### config.mk
export PLATFORM = sky130hd
export DESIGN_NAME = booth_div
export DESIGN_NICKNAME = d
export VERILOG_FILES = /design/src/rtl/booth_div.sv
export SDC_FILE = /design/constraint.sdc
export NUM_CORES = 1
export LEC_CHECK = 0
export CORE_UTILIZATION = 51
export DETAILED_ROUTE_END_ITERATION = 16
export PLACE_DENSITY = 0.77
export SETUP_SLACK_MARGIN = 0.4
export SYNTH_ARGS = -nofsm -noshare
export SYNTH_HDL_FRONTEND = slang
export SYNTH_SLANG_ARGS = --single-unit
### constraint.sdc
create_clock -name clk -period 2.25 [get_ports clk]
set_input_delay 0.225 -clock clk [delete_from_list [all_inputs] [get_ports clk]]
set_output_delay 0.225 -clock clk [all_outputs]
set_load 0.02 [all_outputs]
### src/rtl/booth_div.sv
// Sequential signed divider: 2*width-bit dividend by width-bit divisor.
// One restoring iteration per clock on magnitudes, then sign correction.
module booth_div #(
    parameter int width = 8
) (
    input  logic                 clk,
    input  logic                 rst,
    input  logic                 start,
    input  logic [2*width-1:0]   N,
    input  logic [width-1:0]     D,
    output logic                 busy,
    output logic                 done,
    output logic [width-1:0]     Q,
    output logic [width-1:0]     R,
    output logic                 dbz,
    output logic                 ovf
);
    localparam int CW = $clog2(width) + 1;

    typedef enum logic [2:0] {IDLE, CHECK, CALC, FIX, DONE} state_t;
    state_t state_reg, state_next;

    // acc holds {partial remainder, dividend bits}; quotient bits shift into the low end
    logic [2*width-1:0] acc_reg;
    logic [width-1:0]   dmag_reg;
    logic               sign_q_reg, sign_r_reg;
    logic [CW-1:0]      cnt_reg;
    logic               dbz_flag_reg, ovf_flag_reg;
    logic [width-1:0]   q_res_reg, r_res_reg;
    logic               busy_reg, done_reg, dbz_reg, ovf_reg;
    logic [width-1:0]   q_reg, r_reg;

    logic [2*width-1:0] n_mag;
    logic [width-1:0]   d_mag;
    logic [width-1:0]   acc_hi, qmag;
    logic [width:0]     shifted_hi, trial;
    logic               trial_ok, fix_ovf, early_err;
    logic [2*width-1:0] acc_calc;

    always_comb begin
        n_mag      = N[2*width-1] ? (~N + 1'b1) : N;
        d_mag      = D[width-1]   ? (~D + 1'b1) : D;
        acc_hi     = acc_reg[2*width-1:width];
        qmag       = acc_reg[width-1:0];
        shifted_hi = acc_reg[2*width-1:width-1];
        trial      = shifted_hi - {1'b0, dmag_reg};
        trial_ok   = ~trial[width];
        acc_calc   = {(trial_ok ? trial[width-1:0] : shifted_hi[width-1:0]),
                      acc_reg[width-2:0], trial_ok};
        early_err  = (dmag_reg == '0) || (acc_hi >= dmag_reg);
        // negative results may reach -2^(width-1); positive ones stop one short
        fix_ovf    = sign_q_reg ? (qmag[width-1] & (|qmag[width-2:0])) : qmag[width-1];
    end

    always_ff @(posedge clk) begin
        if (rst) state_reg <= IDLE;
        else     state_reg <= state_next;
    end

    always_comb begin
        state_next = state_reg;
        case (state_reg)
            IDLE:    if (start) state_next = CHECK;
            CHECK:   state_next = early_err ? DONE : CALC;
            CALC:    if (cnt_reg == CW'(width - 1)) state_next = FIX;
            FIX:     state_next = DONE;
            DONE:    state_next = IDLE;
            default: state_next = IDLE;
        endcase
    end

    always_ff @(posedge clk) begin
        if (rst) begin
            acc_reg      <= '0;
            dmag_reg     <= '0;
            sign_q_reg   <= 1'b0;
            sign_r_reg   <= 1'b0;
            cnt_reg      <= '0;
            dbz_flag_reg <= 1'b0;
            ovf_flag_reg <= 1'b0;
            q_res_reg    <= '0;
            r_res_reg    <= '0;
            busy_reg     <= 1'b0;
            done_reg     <= 1'b0;
            q_reg        <= '0;
            r_reg        <= '0;
            dbz_reg      <= 1'b0;
            ovf_reg      <= 1'b0;
        end else begin
            done_reg <= 1'b0;
            case (state_reg)
                IDLE: if (start) begin
                    acc_reg      <= n_mag;
                    dmag_reg     <= d_mag;
                    sign_q_reg   <= N[2*width-1] ^ D[width-1];
                    sign_r_reg   <= N[2*width-1];
                    dbz_flag_reg <= 1'b0;
                    ovf_flag_reg <= 1'b0;
                    busy_reg     <= 1'b1;
                end
                CHECK: begin
                    cnt_reg <= '0;
                    if (dmag_reg == '0)           dbz_flag_reg <= 1'b1;
                    else if (acc_hi >= dmag_reg)  ovf_flag_reg <= 1'b1;
                end
                CALC: begin
                    acc_reg <= acc_calc;
                    cnt_reg <= cnt_reg + 1'b1;
                end
                FIX: begin
                    ovf_flag_reg <= fix_ovf;
                    q_res_reg    <= sign_q_reg ? (~qmag + 1'b1) : qmag;
                    r_res_reg    <= sign_r_reg ? (~acc_hi + 1'b1) : acc_hi;
                end
                DONE: begin
                    done_reg <= 1'b1;
                    busy_reg <= 1'b0;
                    dbz_reg  <= dbz_flag_reg;
                    ovf_reg  <= ovf_flag_reg;
                    q_reg    <= (dbz_flag_reg | ovf_flag_reg) ? '0 : q_res_reg;
                    r_reg    <= (dbz_flag_reg | ovf_flag_reg) ? '0 : r_res_reg;
                end
                default: ;
            endcase
        end
    end

    assign busy = busy_reg;
    assign done = done_reg;
    assign Q    = q_reg;
    assign R    = r_reg;
    assign dbz  = dbz_reg;
    assign ovf  = ovf_reg;
endmodule

==> impl.org, run 1 <==
** CTS
- Buffers inserted during clock tree synthesis total 9.
- Clock tree synthesis found a total of 71 sinks.
- In this run the number of H-tree levels came out at 3.
- Clock-pin slew on the worst setup and hold paths :: around 0.09 ns
- TritonCTS built the clock tree.
- The clock passes through at most 2 buffers.
- The root buffer cell chosen for the clock tree is sky130_fd_sc_hd__clkbuf_8.
- In this run, post-CTS hold repair placed 0 buffers.
- Clock latency on the worst-skew pair, taken at its later pin, is ~0.35 ns.

** Die
- For this configuration, the core starts out at a cell density of 0.5332.
- Site Rows :: 31
- Die Y-Extent :: about 90 um
- Horizontal die dimension :: slightly below 90 um
- Floorplan Core Area :: 7331 sq um
- The die covers around 8000 sq um.
- Boundary Pins :: 47

** Detailed routing
- For this block, the routed nets add up to between 9000 and 10000 um of wire.
- The routed design uses 443 um of met3 wire.
- Met2 WL post-DR :: 4827 um
- Routed signal wires occupy layers up through met4.
- Via-to-Cell Ratio :: between 5 and 6
- Number of remaining DRC errors :: 0
- DRC violation total after the first TritonRoute iteration :: roughly 290
- Across all layers, the routed design uses between 3000 and 4000 vias.
- Routed wire length per instance :: ~15 um
- The first detailed-routing pass took 5 iterations.
- Routed length on met1 :: 4352 um
- The count of nets left with antenna violations once routing finished came out at 0.

** Hold path
- The path with the worst hold slack has its endpoint at cnt_reg[3].
- The min-delay analysis places its worst path in the category input pin to flip-flop.
- Min-delay src :: rst
- WHS Path Cells :: 2

** Final layout
- Relative to the synthesized area, the layout overhead comes to 32.84%.
- Multi-input gate area :: 2496 sq um
- Leaving out filler cells and counting taps, the final layout contains between 600 and 700.
- Layout Utilization :: 0.7083
- Footprint of the flip-flops and latches :: 1435 sq um
- Post-Layout Inst Area :: just over 5000 sq um
- Fill cell instance count of the final layout :: 530
- Final layout net count :: 593
- Of the cells placed in the final design, the portion with a size suffix greater than 1 is 0.2022.
- Most frequent cells in the layout :: sky130_fd_sc_hd__dfxtp_1, sky130_fd_sc_hd__nor2_1, sky130_fd_sc_hd__buf_4
- Leading cell type in the layout, fill and taps excluded :: sky130_fd_sc_hd__dfxtp_1
- The number of antenna diodes in the final layout is 0.
- The register with the most flip-flops in the layout has 16 of them.

** Yosys
- In this run, distinct cell masters in the synthesized netlist total 54.
- Combined area of all synthesized cells :: 3909 sq um
- Complex-gate fraction of the synthesized area :: 0.2324
- Of the total synthesized cell area, the portion taken by XOR and XNOR cells is 0.08291.
- Main combinational cell family by area after synthesis :: compound AO/OA/AOI/OAI gates
- Counting every instance in the synthesized netlist gives approximately 460.
- #FFs+latches synth :: just over 70
- Counting flops with a built-in enable in the synthesized netlist gives 0.
- The number of nets in the synthesized netlist is slightly above 500.
- In this run the mean area of a mapped cell was around 8.5 sq um.
- For this run, the number of Yosys warnings is 0.
- Of the total synthesized cell area, the portion taken by AND, OR, NAND and NOR gates is 0.1732.
- Portion of the post-synthesis area used by sequential elements :: 0.3636
- Share of flip-flops with an asynchronous set or reset :: 0
- Measured against the total synthesized area, the mux share comes to 0.03073.
- Post-Synth Adder-Cell Area :: 0.07234
- Most used flip-flop cell after synthesis :: sky130_fd_sc_hd__dfxtp_1

** Global route
- The first global-routing pass estimated ~15000 um of wire.
- Entering global routing, the biggest net connects 32 pins.
- In the global route stage, overall resource usage came out at 0.2538.
- Number of antenna violations at the first check in global routing :: 0
- The number of global-route vias before repair was between 3000 and 4000.
- GRT Residual Overflow :: 0

** Placement
- Timing analysis after detailed placement gives a worst setup slack of -0.3460 ns.
- Number of I/O port buffers :: 46
- Routability congestion estimate from global placement :: ~0.9
- Sum of net half-perimeters after detailed placement :: about 7000 um
- DP Area :: about 4800 sq um
- Counting tap cells, the placed design contains a total of 620 instances.

** Timing
- Measured against its own limit, the worst slew margin works out to 0.6097.
- Final Hold Violating Endpoints :: 0
- Setup violations remaining at the end of the flow were counted as 1.
- The max-slew violation count is 0.
- At the pin with the least slew margin, the transition time is a little under 0.6 ns.
- Post-layout minimum cycle time :: approximately 2.3 ns
- Unrepaired setup endpoints after global routing :: yes
- Setup slack on the critical path of the routed design comes to -0.005633 ns.
- For this run, the top clock speed supported by timing is ~440 MHz.
- Dividing the final minimum period by the clock period gives 1.003.
- Clock skew on the completed layout was measured at ~0.013 ns.

** Critical path
- Largest fanout on the critical path :: 4
- The worst register-to-register path begins at acc_reg[7].
- Setup slack of the most critical reg-to-reg path :: -0.006 ns
- The worst register-to-register path ends at acc_reg[12].
- CP Data Required Time :: approximately 2.5 ns
- Measured in cells, the most critical reg-to-reg path has a length of 11.
- The worst setup path is of the flip-flop to flip-flop kind.
- Data arrives at the worst endpoint at roughly 2.5 ns.
- Element type at the critical path start :: flip-flop
- Endpoint type of the worst setup path :: flip-flop

** Status
- The flow ran to the end, but the final reports show violations.
- Violated checks :: negative setup slack

** Pwr
- Power per cell area :: 879.7 nW/um^2
- VDD sags by at most between 0.0003 and 0.0004 V.
- Summing internal, switching and leakage power gives ~4.6 mW.
- Leakage power summed over all cells :: around 2 nW

** Run
- Max-cap violations :: 0
## per-layer routing
layer | global-route usage | up-vias
met5 | 0 | -
li1 | - | 1835
met2 | 0.4277 | 118
met4 | 0.1140 | 0
met3 | 0.03601 | 16
met1 | 0.3209 | 1651
## kinds of logic (layout without fill, tap and decap cells)
logic type	count (synthesis)	count (layout)
AND/OR/NAND/NOR	144	144
AO/OA/AOI/OAI	127	127
adder cells (fa/ha/maj)	22	22
XOR/XNOR	37	37
buffers and inverters	46	136
multiplexers	12	12
flip-flops	71	71
## stage by stage
step | setup TNS [ns] | hold WS [ns]
final | -0.005633 | 0.3445
after global routing | -0.2300 | 0.3808
after CTS | 0 | 0.3342
after detailed placement | -1.221 | 0.4456
after global placement | -0.7647 | 0.4437
after floorplan | 0 | 0.3534
## cell type report
type / instances / share of cell area
repair buffers: 99 / 0.1682
multi-input cells: 342 / 0.4807
well taps: 99 / 0.02386
inverters: 21 / 0.01518
flip-flops and latches: 71 / 0.2764
clock buffers: 9 / 0.02386
clock inverters: 7 / 0.01181
## what timing repair did
item | CTS | global route
buffers inserted | 8 | 4
pin swaps | 19 | 7
endpoints found under the setup margin | 12 | 14
gates resized for setup | 17 | 22
## power breakdown
part / total (mW) / switching [mW] / internal, mW
logic: 2.09 / 1.07 / 1.03
clock network: 0.967 / 0.544 / 0.423
registers: 1.51 / 0.136 / 1.37
total: 4.57 / 1.75 / 2.82
## synthesized netlist by cell type (all sizes together) (2+ instances only)
library cell  instances  area [sq um]
nand3                 9         45.04
a21oi                27         135.1
nor4                  4         25.02
nand3b                3         22.52
a22oi                 6         45.04
nand2                39         146.4
o21a                  2         15.01
ha                   21         262.8
xor2                 17         148.9
o21ai                15         75.07
inv                  21         78.82
or4                   3         30.03
nor2                 52         195.2
or3                   3         18.77
nor2b                 7         43.79
nor4b                 2         17.52
o311a                 3         30.03
a31oi                 2         12.51
o2111ai               2         17.52
nor3                 10         50.05
a21o                  4         30.03
dfxtp                71          1421
xnor2                20         175.2
a22o                 16         140.1
o41ai                 4         42.55
nand4                 2         12.51
and2                  2         12.51
a211oi               21         157.7
nand2b                3         18.77
o31ai                 8         60.06
buf                   6         25.02
mux2i                12         120.1
a221oi                8         70.07
clkbuf               19         71.32
## worst max-delay path, stage by stage (launching register included)
cell and delay [ns]:
sky130_fd_sc_hd__dfxtp_2 0.33, sky130_fd_sc_hd__inv_2 0.07, sky130_fd_sc_hd__ha_4 0.13, sky130_fd_sc_hd__inv_2 0.04, sky130_fd_sc_hd__fa_2 0.37, sky130_fd_sc_hd__a21oi_4 0.15, sky130_fd_sc_hd__o2111ai_2 0.14, sky130_fd_sc_hd__a21oi_2 0.20
sky130_fd_sc_hd__xnor2_2 0.17, sky130_fd_sc_hd__buf_4 0.19, sky130_fd_sc_hd__mux2i_2 0.23, sky130_fd_sc_hd__a221oi_1 0.11
## how the worst max path moves through the flow
stage          cells past startpoint        from          end  slack [ns]
6_report                          11  acc_reg[7]  acc_reg[12]      -0.006
5_1_grt                           11  acc_reg[7]  acc_reg[12]       -0.08
4_1_cts                           11  acc_reg[7]  acc_reg[14]        0.02
3_5_place_dp                       7        N[8]  acc_reg[13]       -0.35
3_3_place_gp                       7        N[8]  acc_reg[13]       -0.27
2_1_floorplan                     11  acc_reg[7]   acc_reg[9]        0.11
Note: power is estimated with default switching activity, not from simulation.
==> run 2: changes to the inputs <==
- TNS_END_PERCENT: not set -> 20
==> impl.org, run 2 (synthesis results as in run 1) <==
** Status
- Run status: finished, final reports clean (was complete, but fails checks).

** Critical path
- Endpoint of the worst-slack reg-to-reg timing path :: acc_reg[11] (was acc_reg[12])
- The register-to-register path setup slack is 0.003 ns (was -0.006 ns).
- The startpoint of the worst-slack reg-to-reg timing path is acc_reg[7] (unchanged).
- The type of the setup path with the least slack is flip-flop to flip-flop (unchanged).
- CP Data Required Time :: 2.48 ns (about the same)
- Largest fanout on the critical path :: 5 (was 4)
- The worst setup path endpoint is acc_reg[11] (was acc_reg[12]).
- Crit path DAT :: 2.48 ns (was 2.49 ns)
- Element type at the critical path start :: flip-flop (unchanged)
- CP Launch Point :: acc_reg[7] (unchanged)
- The worst-case reg-to-reg path depth was 10 (was 11).
- The kind of end point of the critical path is a flip-flop (unchanged).

** Final layout
- The final net count was 586 (was 593).
- The fill cell instance count of the final layout came to 568 (was 530).
- The count of inserted antenna diode cells was 0 (unchanged).
- Fraction of final layout cells with drive strength greater than 1 :: 0.1734 (was 0.2022)
- Leading cell type in the layout, fill and taps excluded :: sky130_fd_sc_hd__dfxtp_1 (unchanged)
- Flip-flop count of the largest register after layout :: 16 (unchanged)
- Most frequent cells in the layout :: sky130_fd_sc_hd__dfxtp_1, sky130_fd_sc_hd__nor2_1, sky130_fd_sc_hd__clkdlybuf4s50_1 (was sky130_fd_sc_hd__dfxtp_1, sky130_fd_sc_hd__nor2_1, sky130_fd_sc_hd__buf_4)
- The area added between synthesis and finish was 29.51% (was 32.84%).

** Global route
- Via count of the first global-routing pass :: 3243 (was 3383)
- Met1 track utilization from global routing :: 0.3043 (was 0.3209)
- Number of antenna violations at the first check in global routing :: 0 (unchanged)
- GRT Residual Overflow :: 0 (unchanged)
- GRT Total Usage :: 0.2452 (was 0.2538)
- The highest-utilization routing layer at the global route stage is met2 (unchanged).
- The met3 layer usage reported by global route came to 0.03601 (unchanged).
- The met2 usage is 0.4236 (was 0.4277).
- The global-route wire length before repair is 14940 um (was 15480 um).
- Pin count of the biggest net entering global routing :: 32 (unchanged)

** Placement
- Routability congestion estimate from global placement :: 0.8621 (was 0.8881)
- The placement-stage worst setup slack came to -0.2916 ns (was -0.3460 ns).
- The half-perimeter wire length of the detailed placement result was 7081 um (was 7040 um).
- The number of input and output port buffers inserted was 46 (unchanged).

** Timing
- Smallest setup slack after layout :: 0.002821 ns (was -0.005633 ns)
- Total count of max-transition violations in the final report :: 0 (unchanged)
- Setup skew after layout :: 0.01273 ns (was 0.01253 ns)
- The final period demand of the worst path was 2.247 ns (was 2.256 ns).
- The final-report hold violation count is 0 (unchanged).
- The top achievable clock speed is 445.0 MHz (was 443.3 MHz).
- The setup TNS came to 0 ns (was -0.005633 ns).
- Actual slew at the worst max-slew pin :: 0.4555 ns (was 0.5855 ns)
- Worst slew margin relative to its limit :: 0.6937 (was 0.6097)
- The number of setup violations in the final report came to 0 (was 1).
- Final cycle utilization of the critical path :: 0.9987 (was 1.003)
- Unrepaired setup endpoints after global routing :: yes (unchanged)

** Run
- The number of maximum-capacitance constraint violations was 0 (unchanged).

** Pwr
- The power density over the cells was 874.5 nW/um^2 (was 879.7 nW/um^2).
- Leakage power summed over all cells :: 1.941 nW (was 1.995 nW)
- The maximum vdd ir drop came to 0.0003417 V (was 0.0003803 V).

** CTS
- Clock latency of the later-clocked register in the worst-skew pair :: 0.35 ns (about the same)
- Maximum number of buffers from clock root to sink :: 2 (unchanged)
- TritonCTS Sinks :: 71 (unchanged)
- The level count of the clock H-tree is 3 (unchanged).
- The number of clock buffers inserted by TritonCTS was 9 (unchanged).
- TritonCTS clock tree :: built (unchanged)
- CTS root buffer :: sky130_fd_sc_hd__clkbuf_8 (unchanged)
- Clock-pin slew on the worst setup and hold paths :: 0.09 ns (about the same)

** Hold path
- The class of the most critical hold timing path is input pin to flip-flop (unchanged).

** Detailed routing
- DRC violation total after the first TritonRoute iteration :: 150 (was 289)
- The iteration count of the initial detailed-routing pass is 4 (was 5).
- The ratio of routed vias to standard cells is 5.601 (was 5.586).
- The count of vias placed by the detailed router is 3590 (was 3620).
- The routed length per placed instance is 14.52 um (was 15.11 um).
- The post-route antenna net violation count was 0 (unchanged).
- Wire length reported by the detailed router :: 9305 um (was 9791 um)
- Number of remaining DRC errors :: 0 (unchanged)

** Die
- Horizontal die dimension :: 89.55 um (unchanged)
- The floorplan die area is 8018 sq um (unchanged).
- The initial standard-cell utilization of the core is 0.5332 (unchanged).
- The die extent in y was 89.55 um (unchanged).
- Floorplan Core Area :: 7331 sq um (unchanged)
- The number of top-level design ports came to 47 (unchanged).
- Site Rows :: 31 (unchanged)
## run 2: how the worst min path moves through the flow
stage / end / startpoint / slack, ns / cells after the start
3_3_place_gp: dbz / dbz / 0.44 / 2
3_5_place_dp: dbz / dbz / 0.45 / 2
5_1_grt: cnt_reg[1] / rst / 0.21 / 2
6_report: done / rst / 0.21 / 2
4_1_cts: done / rst / 0.20 / 2
2_1_floorplan: dmag_reg[0] / D[0] / 0.35 / 2
## run 2: worst max-delay path, stage by stage (launching register included)
cell	delay, ns
sky130_fd_sc_hd__dfxtp_2	0.34
sky130_fd_sc_hd__inv_2	0.07
sky130_fd_sc_hd__ha_4	0.13
sky130_fd_sc_hd__inv_2	0.03
sky130_fd_sc_hd__fa_2	0.34
sky130_fd_sc_hd__a21oi_2	0.17
sky130_fd_sc_hd__o2111ai_2	0.16
sky130_fd_sc_hd__a21oi_2	0.26
sky130_fd_sc_hd__xnor2_4	0.21
sky130_fd_sc_hd__mux2i_2	0.32
sky130_fd_sc_hd__a211oi_2	0.10
## run 2: area by class of cell
cell class | instances | area (sq um) | area share
Clock buffer | 9 | 123.9 | 0.02447
Clock inverter | 7 | 78.83 | 0.01557
Inverter | 21 | 78.83 | 0.01557
Multi-Input combinational cell | 342 | 2409 | 0.4758
Sequential cell | 71 | 1431 | 0.2827
Tap cell | 99 | 123.9 | 0.02447
Timing Repair Buffer | 92 | 817.0 | 0.1614
## run 2: repair_timing
| item | in CTS | in global routing |
|---|---|---|
| buffers inserted | 3 | 1 |
| gates resized for setup | 4 | 11 |
| pin swaps | 7 | 9 |
| setup endpoints to repair | 11 | 14 |
| hold buffers | 0 | 0 |
## run 2: per-stage QoR
step | cell area (sq um) | hold slack (ns) | total power, mW | instances | util
2_1_floorplan | 3951 | 0.3534 | 2.669 | 459 | -
3_3_place_gp | 4772 | 0.4443 | 3.217 | 621 | 0.6510
3_5_place_dp | 4772 | 0.4510 | 3.261 | 621 | 0.6510
4_1_cts | 5022 | 0.1981 | 4.388 | 640 | 0.6851
5_1_grt | 5062 | 0.2149 | 4.676 | 641 | 0.6906
6_report | 5062 | 0.2073 | 4.427 | 641 | 0.6906
## run 2: layer usage
| layer | wire length [um] | share of wire |
|---|---|---|
| met4 | 152 | 0.016 |
| met3 | 426 | 0.046 |
| met1 | 4197 | 0.45 |
| met2 | 4528 | 0.49 |
| met5 | 0 | 0 |
## run 2: power breakdown
group / leakage [nW] / internal [mW] / switching, mW
Sequential: 0.580 / 1.37 / 0.133
Clock: 0.105 / 0.525 / 0.518
Combinational: 1.26 / 0.913 / 0.966
==> run 3: changes to the inputs <==
- CORE_UTILIZATION: 51 -> 52
- CTS_BUF_LIST: not set -> sky130_fd_sc_hd__clkbuf_8
- PLACE_DENSITY: 0.77 -> 0.78
- clock period: 2.25 -> 1.9 ns (I/O delays scaled with it)
==> impl.org, run 3 (synthesis results as in run 1) <==
** Timing
- The max-slew violation count came to 0 (unchanged).
- The final-report hold violation count is 0 (unchanged).
- The setup slack of the critical path after layout was -0.2830 ns (was 0.002821 ns).
- The top achievable clock speed came to 458.1 MHz (was 445.0 MHz).
- The transition time at the pin with the least slew margin is 0.9867 ns (was 0.4555 ns).
- The final period demand of the worst path is 2.183 ns (was 2.247 ns).
- The setup clock skew after layout is 0.01071 ns (was 0.01273 ns).
- The tightest hold margin was 0.2453 ns (was 0.2073 ns).
- The number of setup violations in the final report is 10 (was 0).
- The headroom to the max-slew limit is 0.3397 (was 0.6937).
- Final cycle utilization of the critical path :: 1.149 (was 0.9987)
- The setup TNS is -2.191 ns (was 0 ns).
- Unrepaired setup endpoints after global routing :: yes (unchanged)

** Global route
- The aggregate global routing overflow came to 0 (unchanged).
- Pin count of the biggest net entering global routing :: 29 (was 32)
- GRT Total Usage :: 0.2664 (was 0.2452)
- Number of antenna violations at the first check in global routing :: 0 (unchanged)
- The global-route wire length before repair came to 15990 um (was 14940 um).
- The number of global-route vias before repair is 3497 (was 3243).

** Final layout
- Signed area change from the synthesized netlist to the final layout :: 40.30% (was 29.51%)
- Multi-input gate area :: 2592 sq um (was 2409 sq um)
- Most frequent cells in the layout: sky130_fd_sc_hd__dfxtp_1, sky130_fd_sc_hd__buf_4, sky130_fd_sc_hd__nor2_1 (was sky130_fd_sc_hd__dfxtp_1, sky130_fd_sc_hd__nor2_1, sky130_fd_sc_hd__clkdlybuf4s50_1).
- The flip-flop count of the largest register, all copies and words added came to 16 (unchanged).
- The final net count was 608 (was 586).
- Fill cell instance count of the final layout :: 520 (was 568)
- Fraction of final layout cells with drive strength greater than 1 :: 0.2500 (was 0.1734)
- The most frequent standard cell in the layout excluding fill and tap cells is sky130_fd_sc_hd__dfxtp_1 (unchanged).
- The area occupied by registers is 1443 sq um (was 1431 sq um).
- Number of antenna repair diodes :: 0 (unchanged)
- Post-Layout Inst Area :: 5484 sq um (was 5062 sq um)
- The final instance count without filler cells is 663 (was 641).

** CTS
- TritonCTS clock tree :: built (unchanged)
- CTS root buffer :: sky130_fd_sc_hd__clkbuf_8 (unchanged)
- Hold buffer count at cts :: 0 (unchanged)
- The worst-skew pair later-pin latency is 0.36 ns (was 0.35 ns).
- H-Tree Level Count :: 3 (unchanged)
- The clock-pin slew on the worst setup and hold paths is 0.08 ns (was 0.09 ns).
- Maximum number of buffers from clock root to sink :: 2 (unchanged)
- The number of clock buffers inserted by TritonCTS came to 9 (unchanged).
- TritonCTS Sinks :: 71 (unchanged)

** Run
- The number of maximum-capacitance constraint violations was 0 (unchanged).

** Placement
- The number of cells after detailed placement was 644 (was 621).
- DP Area :: 4932 sq um (was 4772 sq um)
- The placer congestion estimate was 0.9056 (was 0.8621).
- The half-perimeter wire length of the detailed placement result came to 7161 um (was 7081 um).
- Number of I/O port buffers :: 46 (unchanged)
- The placement-stage worst setup slack came to -0.6509 ns (was -0.2916 ns).

** Pwr
- The cell leakage power is 2.425 nW (was 1.941 nW).
- Power per cell area :: 1017 nW/um^2 (was 874.5 nW/um^2)
- Peak supply drop :: 0.0004779 V (was 0.0003417 V)

** Detailed routing
- Detailed Routing Iterations Pass 1 :: 7 (was 4)
- Via-to-Cell Ratio :: 5.664 (was 5.601)
- Antenna-violating nets left :: 0 (unchanged)
- Number of remaining DRC errors :: 0 (unchanged)
- The iteration-0 DRC count of the detailed router came to 188 (was 150).
- Wire length reported by the detailed router :: 10300 um (was 9305 um)
- Routed wire length per instance :: 15.54 um (was 14.52 um)
- The count of vias placed by the detailed router is 3755 (was 3590).

** Die
- The die extent in y is 88.70 um (was 89.55 um).
- The die boundary width was 88.70 um (was 89.55 um).
- The number of top-level design ports was 47 (unchanged).
- The floorplan die area was 7868 sq um (was 8018 sq um).
- The row count came to 31 (unchanged).
- Floorplan Core Area :: 7253 sq um (was 7331 sq um)
- The initial standard-cell utilization of the core came to 0.5389 (was 0.5332).

** Critical path
- Slowest cell delay on critical path :: 0.36 ns (was 0.34 ns)
- Logic depth of the worst register-to-register path :: 10 (unchanged)
- R2R Path Start :: acc_reg[7] (unchanged)
- Endpoint type of the worst setup path :: flip-flop (unchanged)
- Critical-path cell list :: inv_2 -> ha_4 -> inv_2 -> fa_2 -> a21oi_4 -> o2111ai_2 -> a21oi_4 -> xnor2_4 -> buf_4 -> o311a_1 (was inv_2 -> ha_4 -> inv_2 -> fa_2 -> a21oi_2 -> o2111ai_2 -> a21oi_2 -> xnor2_4 -> mux2i_2 -> a211oi_2)
- The capture point of the worst reg-to-reg path was acc_reg[15] (was acc_reg[11]).
- Critical path depth :: 10 (unchanged)
- The type of the setup path with the least slack is flip-flop to flip-flop (unchanged).
- CP Data Required Time :: 2.15 ns (was 2.48 ns)
- Element type at the critical path start :: flip-flop (unchanged)
- Max stage delay cell, worst path :: sky130_fd_sc_hd__fa_2 (was sky130_fd_sc_hd__dfxtp_2)
- The largest fanout on the critical path is 7 (was 5).
- Largest delay share family, worst path :: compound AO/OA/AOI/OAI gates (unchanged)
- Crit path DAT :: 2.43 ns (was 2.48 ns)
- Critical path buffer and inverter count :: 3 (was 2)
- CP Launch Point :: acc_reg[7] (unchanged)
- Setup slack of the most critical reg-to-reg path :: -0.28 ns (was 0.003 ns)

** Hold path
- The startpoint of the most critical hold path was rst (unchanged).
- Sink of the worst hold path :: done (unchanged)
- Hold/Removal Path Class :: input pin to flip-flop (unchanged)
- The hold-critical path depth was 2 (unchanged).

** Status
- Run status :: complete, but fails checks (was finished, final reports clean)
- Violated checks :: negative setup slack
## run 3: worst reg2reg max path: cells and delay by family (launching register included)
kind / cells / cell delay, ns
fa+ha+maj: 2 / 0.50
buf+inv: 3 / 0.29
xor+xnor: 1 / 0.16
flops: 1 / 0.34
compound gates: 4 / 0.80
## run 3: where the power goes
group	total, mW	internal [mW]	switching, mW
clock network	1.22	0.607	0.614
registers	1.79	1.63	0.163
logic	2.56	1.23	1.33
## run 3: per-layer routing
| metal | part of all wire | vias up | track usage |
|---|---|---|---|
| met3 | 0.058 | 29 | 0.03825 |
| met4 | 0.034 | 0 | 0.1657 |
| li1 | - | 1866 | - |
| met2 | 0.49 | 154 | 0.4315 |
| met5 | 0 | - | 0 |
| met1 | 0.42 | 1706 | 0.3341 |
## run 3: timing repair
item	in CTS	in global routing
setup endpoints to repair	63	76
setup buffers	2	1
gates cloned	0	0
resized for setup	36	59
pin swaps	17	23
## run 3: how the worst max path moves through the flow
stage | slack [ns] | to
global route | -0.34 | acc_reg[11]
finish | -0.28 | acc_reg[15]
CTS | -0.32 | acc_reg[11]
floorplan | -0.24 | acc_reg[9]
global placement | -0.60 | acc_reg[14]
detailed placement | -0.65 | acc_reg[14]
## run 3: final cells by class
class	count	share of cell area
clock inverters	7	0.01346
repair buffers	114	0.1912
flip-flops and latches	71	0.2631
well taps	99	0.02259
multi-input cells	342	0.4727
inverters	21	0.01437
clock buffers	9	0.02259
## run 3: metrics by stage
stage	power, mW	utilization
4_1_cts	5.259	0.7245
3_3_place_gp	3.853	0.6800
5_1_grt	5.860	0.7561
6_report	5.575	0.7561
3_5_place_dp	3.924	0.6800
2_1_floorplan	3.161	-
